<file path="config.mk">
export PLATFORM = sky130hd
export DESIGN_NAME = seq_mul_bcd_flat
export DESIGN_NICKNAME = d
export VERILOG_FILES = /design/src/rtl/seq_mul_bcd_pkg.sv /design/src/rtl/seq_mul_bcd_if.sv /design/src/rtl/seq_mul_bcd_dd_adjust.sv /design/src/rtl/seq_mul_bcd.sv /design/src/flat_wrapper.sv
export SDC_FILE = /design/constraint.sdc
export NUM_CORES = 1
export LEC_CHECK = 0
export ABC_AREA = 0
export CORE_UTILIZATION = 45
export CTS_BUF_LIST = sky130_fd_sc_hd__clkbuf_2
export DETAILED_ROUTE_END_ITERATION = 6
export PLACE_DENSITY = 0.71
export SYNTH_ARGS = -nofsm -noshare
export SYNTH_HDL_FRONTEND = slang
export SYNTH_SLANG_ARGS = --single-unit
</file>
<file path="constraint.sdc">
create_clock -name i_clk -period 6.7 [get_ports i_clk]
set_input_delay 1.005 -clock i_clk [delete_from_list [all_inputs] [get_ports i_clk]]
set_output_delay 1.005 -clock i_clk [all_outputs]
set_load 0.01 [all_outputs]
</file>
<file path="src/rtl/seq_mul_bcd_pkg.sv">
// Shared constants for the sequential multiply / BCD conversion block:
// FSM encodings, default widths and counter sizing helpers.
package seq_mul_bcd_pkg;

    localparam int OPW_DEF  = 4;
    localparam int NDIG_DEF = 2;

    localparam logic [1:0] S_IDLE = 2'd0;
    localparam logic [1:0] S_MUL  = 2'd1;
    localparam logic [1:0] S_CONV = 2'd2;

    // Decimal digits needed to hold the largest value of a 'bits'-wide binary number.
    function automatic int bcd_digits(input int bits);
        int v;
        int n;
        v = (1 << bits) - 1;
        n = 0;
        while (v > 0) begin
            v = v / 10;
            n = n + 1;
        end
        return (n == 0) ? 1 : n;
    endfunction

    function automatic int cnt_w(input int range);
        return (range > 1) ? $clog2(range) : 1;
    endfunction

endpackage

</file>
<file path="src/rtl/seq_mul_bcd_if.sv">
// START/BUSY/DONE handshake plus operands and BCD result between the
// operand source (master) and the multiplier/converter (slave).
interface seq_mul_bcd_if #(
    parameter int OPW  = 4,
    parameter int NDIG = 2
);
    logic                i_start;
    logic [OPW-1:0]      i_a;
    logic [OPW-1:0]      i_b;
    logic                o_busy;
    logic                o_done;
    logic [4*NDIG-1:0]   o_bcd;
    logic                o_ovf;

    modport slave (
        input  i_start, i_a, i_b,
        output o_busy, o_done, o_bcd, o_ovf
    );

    modport master (
        output i_start, i_a, i_b,
        input  o_busy, o_done, o_bcd, o_ovf
    );
endinterface

</file>
<file path="src/rtl/seq_mul_bcd_dd_adjust.sv">
// Double-dabble digit correction: a BCD nibble of 5 or more gets +3 before the shift.
module seq_mul_bcd_dd_adjust (
    input  logic [3:0] i_digit,
    output logic [3:0] o_digit
);
    assign o_digit = (i_digit >= 4'd5) ? (i_digit + 4'd3) : i_digit;
endmodule

</file>
<file path="src/rtl/seq_mul_bcd.sv">
// Sequential shift-add multiplier followed by double-dabble conversion; the
// packed BCD result (saturated at all-nines with OVF) feeds the 7-seg display.
module seq_mul_bcd
    import seq_mul_bcd_pkg::*;
#(
    parameter int OPW  = OPW_DEF,
    parameter int NDIG = NDIG_DEF
) (
    input  logic          i_clk,
    input  logic          i_rst,
    seq_mul_bcd_if.slave  bus
);
    localparam int PW   = 2 * OPW;
    localparam int SDIG = bcd_digits(PW);
    localparam int SW   = 4 * SDIG + PW;
    localparam int MCW  = cnt_w(OPW);
    localparam int CCW  = cnt_w(PW);
    localparam logic [MCW-1:0] MUL_LAST  = MCW'(OPW - 1);
    localparam logic [CCW-1:0] CONV_LOAD = CCW'(PW - 1);

    logic [1:0]          r_state;
    logic                r_busy;
    logic                r_done;
    logic [MCW-1:0]      r_mul_cnt;
    logic [CCW-1:0]      r_conv_cnt;
    logic [OPW-1:0]      r_a;
    logic [OPW-1:0]      r_b;
    logic [PW-1:0]       r_prod;
    logic [SW-1:0]       r_scr;
    logic [4*NDIG-1:0]   r_bcd;
    logic                r_ovf;

    logic [PW-1:0]       w_addend;
    logic [PW-1:0]       w_prod_nxt;
    logic [4*SDIG-1:0]   w_adj;
    logic [SW-1:0]       w_scr_nxt;
    logic [4*SDIG-1:0]   w_dig;
    logic [4*NDIG-1:0]   w_res_bcd;
    logic                w_res_ovf;

    assign w_addend   = r_b[r_mul_cnt] ? (PW'(r_a) << r_mul_cnt) : '0;
    assign w_prod_nxt = r_prod + w_addend;

    for (genvar d = 0; d < SDIG; d++) begin : g_adj
        seq_mul_bcd_dd_adjust u_adj (
            .i_digit (r_scr[PW + 4*d +: 4]),
            .o_digit (w_adj[4*d +: 4])
        );
    end

    assign w_scr_nxt = {w_adj[4*SDIG-2:0], r_scr[PW-1:0], 1'b0};
    // After the final shift the binary field is empty and w_dig holds the full decimal value.
    assign w_dig     = w_scr_nxt[SW-1:PW];

    if (SDIG > NDIG) begin : g_sat
        assign w_res_ovf = |w_dig[4*SDIG-1:4*NDIG];
        assign w_res_bcd = w_res_ovf ? {NDIG{4'h9}} : w_dig[4*NDIG-1:0];
    end else begin : g_nosat
        assign w_res_ovf = 1'b0;
        assign w_res_bcd = (4*NDIG)'(w_dig);
    end

    always_ff @(posedge i_clk or posedge i_rst) begin
        if (i_rst) begin
            r_state    <= S_IDLE;
            r_busy     <= 1'b0;
            r_done     <= 1'b0;
            r_mul_cnt  <= '0;
            r_conv_cnt <= '0;
        end else begin
            r_done <= 1'b0;
            case (r_state)
                S_IDLE: begin
                    if (bus.i_start) begin
                        r_state   <= S_MUL;
                        r_busy    <= 1'b1;
                        r_mul_cnt <= '0;
                    end
                end
                S_MUL: begin
                    if (r_mul_cnt == MUL_LAST) begin
                        r_state    <= S_CONV;
                        r_conv_cnt <= CONV_LOAD;
                    end else begin
                        r_mul_cnt <= r_mul_cnt + MCW'(1);
                    end
                end
                S_CONV: begin
                    if (r_conv_cnt == '0) begin
                        r_state <= S_IDLE;
                        r_busy  <= 1'b0;
                        r_done  <= 1'b1;
                    end else begin
                        r_conv_cnt <= r_conv_cnt - CCW'(1);
                    end
                end
                default: begin
                    r_state <= S_IDLE;
                    r_busy  <= 1'b0;
                end
            endcase
        end
    end

    always_ff @(posedge i_clk or posedge i_rst) begin
        if (i_rst) begin
            r_a    <= '0;
            r_b    <= '0;
            r_prod <= '0;
            r_scr  <= '0;
            r_bcd  <= '0;
            r_ovf  <= 1'b0;
        end else begin
            case (r_state)
                S_IDLE: begin
                    if (bus.i_start) begin
                        r_a    <= bus.i_a;
                        r_b    <= bus.i_b;
                        r_prod <= '0;
                    end
                end
                S_MUL: begin
                    r_prod <= w_prod_nxt;
                    if (r_mul_cnt == MUL_LAST) begin
                        r_scr <= {{(4*SDIG){1'b0}}, w_prod_nxt};
                    end
                end
                S_CONV: begin
                    r_scr <= w_scr_nxt;
                    if (r_conv_cnt == '0) begin
                        r_bcd <= w_res_bcd;
                        r_ovf <= w_res_ovf;
                    end
                end
                default: ;
            endcase
        end
    end

    assign bus.o_busy = r_busy;
    assign bus.o_done = r_done;
    assign bus.o_bcd  = r_bcd;
    assign bus.o_ovf  = r_ovf;

endmodule
</file>
<file path="src/flat_wrapper.sv">
// flat-port wrapper written by rule: the top's interface ports become plain ports
module seq_mul_bcd_flat import seq_mul_bcd_pkg::*;
#(
    parameter int OPW  = OPW_DEF,
    parameter int NDIG = NDIG_DEF
)
  (i_clk, i_rst, bus_i_start, bus_i_a, bus_i_b, bus_o_busy, bus_o_done, bus_o_bcd, bus_o_ovf);
  seq_mul_bcd_if #(.OPW(OPW), .NDIG(NDIG)) bus_i ();
  input  logic i_clk;
  input  logic i_rst;
  input wire logic [$bits(bus_i.i_start)-1:0] bus_i_start;
  input wire logic [$bits(bus_i.i_a)-1:0] bus_i_a;
  input wire logic [$bits(bus_i.i_b)-1:0] bus_i_b;
  output wire logic [$bits(bus_i.o_busy)-1:0] bus_o_busy;
  output wire logic [$bits(bus_i.o_done)-1:0] bus_o_done;
  output wire logic [$bits(bus_i.o_bcd)-1:0] bus_o_bcd;
  output wire logic [$bits(bus_i.o_ovf)-1:0] bus_o_ovf;
  assign bus_i.i_start = bus_i_start;
  assign bus_i.i_a = bus_i_a;
  assign bus_i.i_b = bus_i_b;
  assign bus_o_busy = bus_i.o_busy;
  assign bus_o_done = bus_i.o_done;
  assign bus_o_bcd = bus_i.o_bcd;
  assign bus_o_ovf = bus_i.o_ovf;
  seq_mul_bcd #(.OPW(OPW), .NDIG(NDIG)) u_core (.i_clk(i_clk), .i_rst(i_rst), .bus(bus_i));
endmodule
</file>
After elaboration in Yosys (flattened, before gate mapping)
Index checks and enable logic that the tools add are counted.
Word-level totals
  register bits: 54
  logic and storage cells: 70
  memory bits (writable): 0
  memory bits (read-only): 0
  bits in latches: 0
  output and inout bits: 11
  bits of input ports: 11
  memories kept: 0
Cells by class
  reduce and logical (&&, ||, !) cells: 13
  bitwise operators: 1
  eq/ne operators: 8
  muxes and demuxes: 26
  $add $sub $neg: 6
  shift-type cells: 1
  multiply operators: 0
  div/mod/pow operators: 0
  order comparisons: 4
Operator list (number)
  $pmux W20 S2: 1
  $mux W8: 3
  $mux W20: 1
  $pmux W8 S2: 1
  $ge A4 B3 Y1 const B: 3
  $reduce_and A3 Y1: 4
  $mux W2: 5
  $mux W3: 3
  $add A4 B2 Y4 const B: 2
  $add A8 B8 Y8: 1
  $mux W4: 2
  $reduce_and A2 Y1: 4
  $shl A4 B2 Y8: 1
  $ne A2 B2 Y1 const B: 3
  $pmux W2 S3: 1
  $pmux W3 S2: 1
  $mux W1: 5
  $eq A2 B2 Y1 const B: 2
  $ne A2 B1 Y1 const B: 2
  $pmux W2 S2: 1
  $reduce_bool A2 Y1: 2
  $reduce_or A4 Y1: 1
  $add A3 B2 Y3 const B: 1
  $logic_not A3 Y1: 1
  8 further kinds: 8

Longest topological paths before layout
  depth in word-level cells: 6
  depth in mapped cells: 11
  mapped depth without buffers: 10

By module
Synthesis repeated with hierarchy kept, for this count alone.
Second synthesis, totals
  cell total of the unflattened synthesis: 305
  area, all modules: 2989.1 um2
By module, submodules not included
  seq_mul_bcd: cells an instance 257, area an instance 2685.1 um2, sequential area each 1351.3 um2, times used 1
  seq_mul_bcd_dd_adjust: cells an instance 16, area an instance 101.3 um2, sequential area each 0.0 um2, times used 3

Worst setup path after synthesis
OpenSTA, ideal clock, no wires.
  path type: reg-to-reg
  start: register u_core.r_mul_cnt[0]
  end: register u_core.r_scr[7]
  data required time: 6.627 ns
  setup time: 0.073 ns
  arrival time: 2.533 ns
  path buffers: 1
  path slack: 4.094 ns
  cell stages (with the launch flop): 10
  clock period less this slack: 2.606 ns
  path through: dfrtp_1 clkbuf_1 mux4_2 and2_1 ha_1 a21oi_1 a211o_1 and3_1 o31a_1 a21oi_2
On the way
  word-level cells in the longest chain between the ends: 6
  elaborated cells between the ends (all ways): 10
  those cells by class: 1 x add/sub; 2 x eq/ne; 1 x shift; 5 x mux; 1 x reduce/logical
Ends and longest elaborated chain
  from (decl): line seq_mul_bcd.sv:24  | logic [MCW-1:0] r_mul_cnt;
  from (signal assigned): line seq_mul_bcd.sv:85  | r_mul_cnt <= r_mul_cnt + MCW'(1);
  $bmux W1 S2: line seq_mul_bcd.sv:41  | assign w_addend = r_b[r_mul_cnt] ? (PW'(r_a) << r_mul_cnt) : '0;
  $mux W1 (not written as such): line seq_mul_bcd.sv:41
  $mux W8: line seq_mul_bcd.sv:41
  $add A8 B8 Y8: line seq_mul_bcd.sv:42  | assign w_prod_nxt = r_prod + w_addend;
  $mux W20: line seq_mul_bcd.sv:124  | if (r_mul_cnt == MUL_LAST) begin
  $pmux W20 S2: line seq_mul_bcd.sv:114  | case (r_state)
  to (signal assigned): line seq_mul_bcd.sv:125  | r_scr <= {{(4*SDIG){1'b0}}, w_prod_nxt};
  to (signal assigned): line seq_mul_bcd.sv:129  | r_scr <= w_scr_nxt;
  to (decl): line seq_mul_bcd.sv:29  | logic [SW-1:0] r_scr;
Parallel ways exist; a longest one is shown, timed or not. The select of a mux whose other input is x is not followed.
A chain may end at the register's enable or synchronous reset.

Worst setup path in the final report
Ends and elaborated chain as after synthesis.

==> results.cfg <==
[synthesis]
syn_avg_cell_area_um2 = 9.28
synth_common_cells = dfrtp_1, nand2_1, o21ai_0
ys_seq_elements = 54
synth.area.top_cells = dfrtp_1, ha_1, o21ai_0, nand2_1, mux2_2
synth_most_common_cell = dfrtp_1
ys_warn_count = 0
synth.distinct_cells = 45
async_flop_share = 1.00
synth_area_um2 = 3150
synth_nets = 370
yosys.area.top_type = dfrtp_1
synth_enable_flop_cells = 0
netlist_instances = 339
synth_ff_type = dfrtp_1
yosysTopAreaCellShare = 0.429
ys_seq_area_frac = 0.429

[timing]
layout_setup_ws_ns = 3.83
layout_min_cycle_time_ns = 2.87
hold_viol = 0
setup_violations = 0
min_period_over_period = 0.429
finalSetupTns_ns = 0
grt_setup_unrepaired = no
fin_worst_skew_ns = 0.0146
slew_viol_final = 0
tightest_slew_ns = 0.981
max_freq_mhz = 348
slew_headroom = 0.341

[worst_setup_path]
critical_path_class = register to register
worstSetupEndpointType = register
worstPathMaxFanout = 17
startpoint = u_core.r_mul_cnt[0]
reg2reg_to = u_core.r_scr[7]
crit_end = u_core.r_scr[7]
worstReg2RegStart = u_core.r_mul_cnt[0]
r2r_slack_ns = 3.83
r2r_cells = 8
critical_path_arrival_ns = 3.29
cp_data_required_time_ns = 7.11
critPathLaunchType = register

[floorplanning]
rows = 30
die_y_um = 85.6
initial_core_util = 0.466
die_x_um = 85.6
io_pins = 22
dieArea_um2 = 7330
fp.coreArea_um2 = 6760

[job]
cap_viol_max_count = 0

[place]
post-place-ws_ns = 3.89
gp_congestion = 0.833
dp_hpwl_mm = 4.68
io_buffer_count = 21
place_area_um2 = 3410

[clock_network]
hold_buffers = 0
post_cts_buffers = 0
clockBufferDepth = 2
path_clk_slew_ns = 0.29
cts_buffers = 5
cts_sinks = 54
htreeDepth = 2
worstSkewPairLatency_ns = 0.45
clockRootBuffer = clkbuf_2
cts_tree = yes
cts_resized = 0

[grt]
grt_pass1_vias = 2307
grt_overflow_total = 0
grt_max_degree = 55
antenna_found_initial = 0
grtUsageTotal = 0.183
grt_first_pass_wirelength_mm = 10.7

[final_layout]
design_area_um2 = 3490
antenna-diode-count = 0
drive_gt1_frac = 0.0787
n_fill_cell = 610
nNetsFinal = 386
area_delta_synth_final_pct = 10.8

[hold_path]
hold_path_class = register to register

[status]
status = completed

[route]
vias_per_cell = 5.66
drt-total-wl_mm = 6.39
dr_total_vias = 2467
detail-route-antenna-nets = 0
drt-wirelength-per-cell_um = 14.6
drtPass1Iterations = 4
drc_errors = 0
drt_iter0_markers = 179

[pwr]
finalPower_mw = 1.33
leakagePower_nw = 1.51
powerDensity_nw_per_um2 = 380
irDropWorstVdd_mv = 0.189
==> layout by cell type, fill, tap and decap left out, drive strengths merged, types with 6 or more instances in the layout <==
cell type and n:
nor3b 6, clkdlybuf4s50 21, nand2 38, dfrtp 54, a21oi 26, nor2 19, mux2 12, inv 22
nand2b 6, xnor2 6, o21ai 38, a31oi 7, mux2i 9, nand3 6, and2 6, nor3 6
ha 19
==> routing by layer <==
layer / up-vias / global-route usage / share of wire
met4: 0 / 0.0470 / 0.011
met1: 1200 / 0.250 / 0.48
li1: 1224 / - / -
met3: 7 / 0.0289 / 0.026
met2: 36 / 0.306 / 0.48
met5: - / 0 / 0
==> critical path: stages (launching register included) <==
cell and delay (ns):
dfrtp_1 0.71, mux4_2 0.58, and2_1 0.16, ha_1 0.33
a21oi_1 0.11, a211o_1 0.33, and3_1 0.19, o31a_1 0.29
a21oi_2 0.12
==> sequential cells by signal (all words and copies together) (netlist names), 2 cells and up <==
register and flops:
u_core.r_mul_cnt 2, u_core.r_a 4, u_core.bus.o_bcd 8, u_core.r_conv_cnt 3, u_core.r_prod 8, u_core.r_scr 20
u_core.r_b 4, u_core.r_state 2
==> final cells by class <==
class                      instances  area [µm²]  share of cell area
clock buffer                       5        25.0             0.00718
clock inverter                     3        47.5              0.0136
timing repair buffer              23         225              0.0646
tap                               80         100              0.0287
sequential                        54        1350               0.388
inverter                          22        82.6              0.0237
multi-input combinational        249        1650               0.475
==> worst min path at each step <==
stage,start,to,slack (ns),depth (start not counted)
floorplan,u_core.r_conv_cnt[0],u_core.r_conv_cnt[0],0.44,1
global placement,u_core.r_conv_cnt[0],u_core.r_conv_cnt[0],0.45,1
detailed placement,u_core.bus.o_bcd[2],u_core.bus.o_bcd[2],0.46,2
CTS,u_core.r_conv_cnt[0],u_core.r_conv_cnt[0],0.50,1
global route,u_core.r_conv_cnt[0],u_core.r_conv_cnt[0],0.52,1
finish,u_core.r_conv_cnt[0],u_core.r_conv_cnt[0],0.50,1
==> through the flow <==
stage	hold slack, ns	cells	util
3_5_place_dp	0.462	428	0.505
4_1_cts	0.496	436	0.516
5_1_grt	0.522	436	0.516
2_1_floorplan	0.440	339	-
6_report	0.497	436	0.516
3_3_place_gp	0.455	428	0.505
==> cell families (layout without fill, tap and decap cells) <==
group,after synthesis,after routing,synth area share
adders and majority gates,20,20,0.0819
buffers and inverters,36,53,0.0449
AOI/OAI and AO/OA,101,101,0.195
DFF,54,54,0.429
and+or+nand+nor,100,100,0.153
muxes,22,22,0.0787
xor gates and xnor gates,6,6,0.0167
==> power breakdown <==
group / internal [mW] / switching, mW / total (mW)
registers: 0.415 / 0.0819 / 0.497
clock network: 0.0654 / 0.112 / 0.177
logic: 0.283 / 0.369 / 0.652
(Power assumes the default switching activity.)
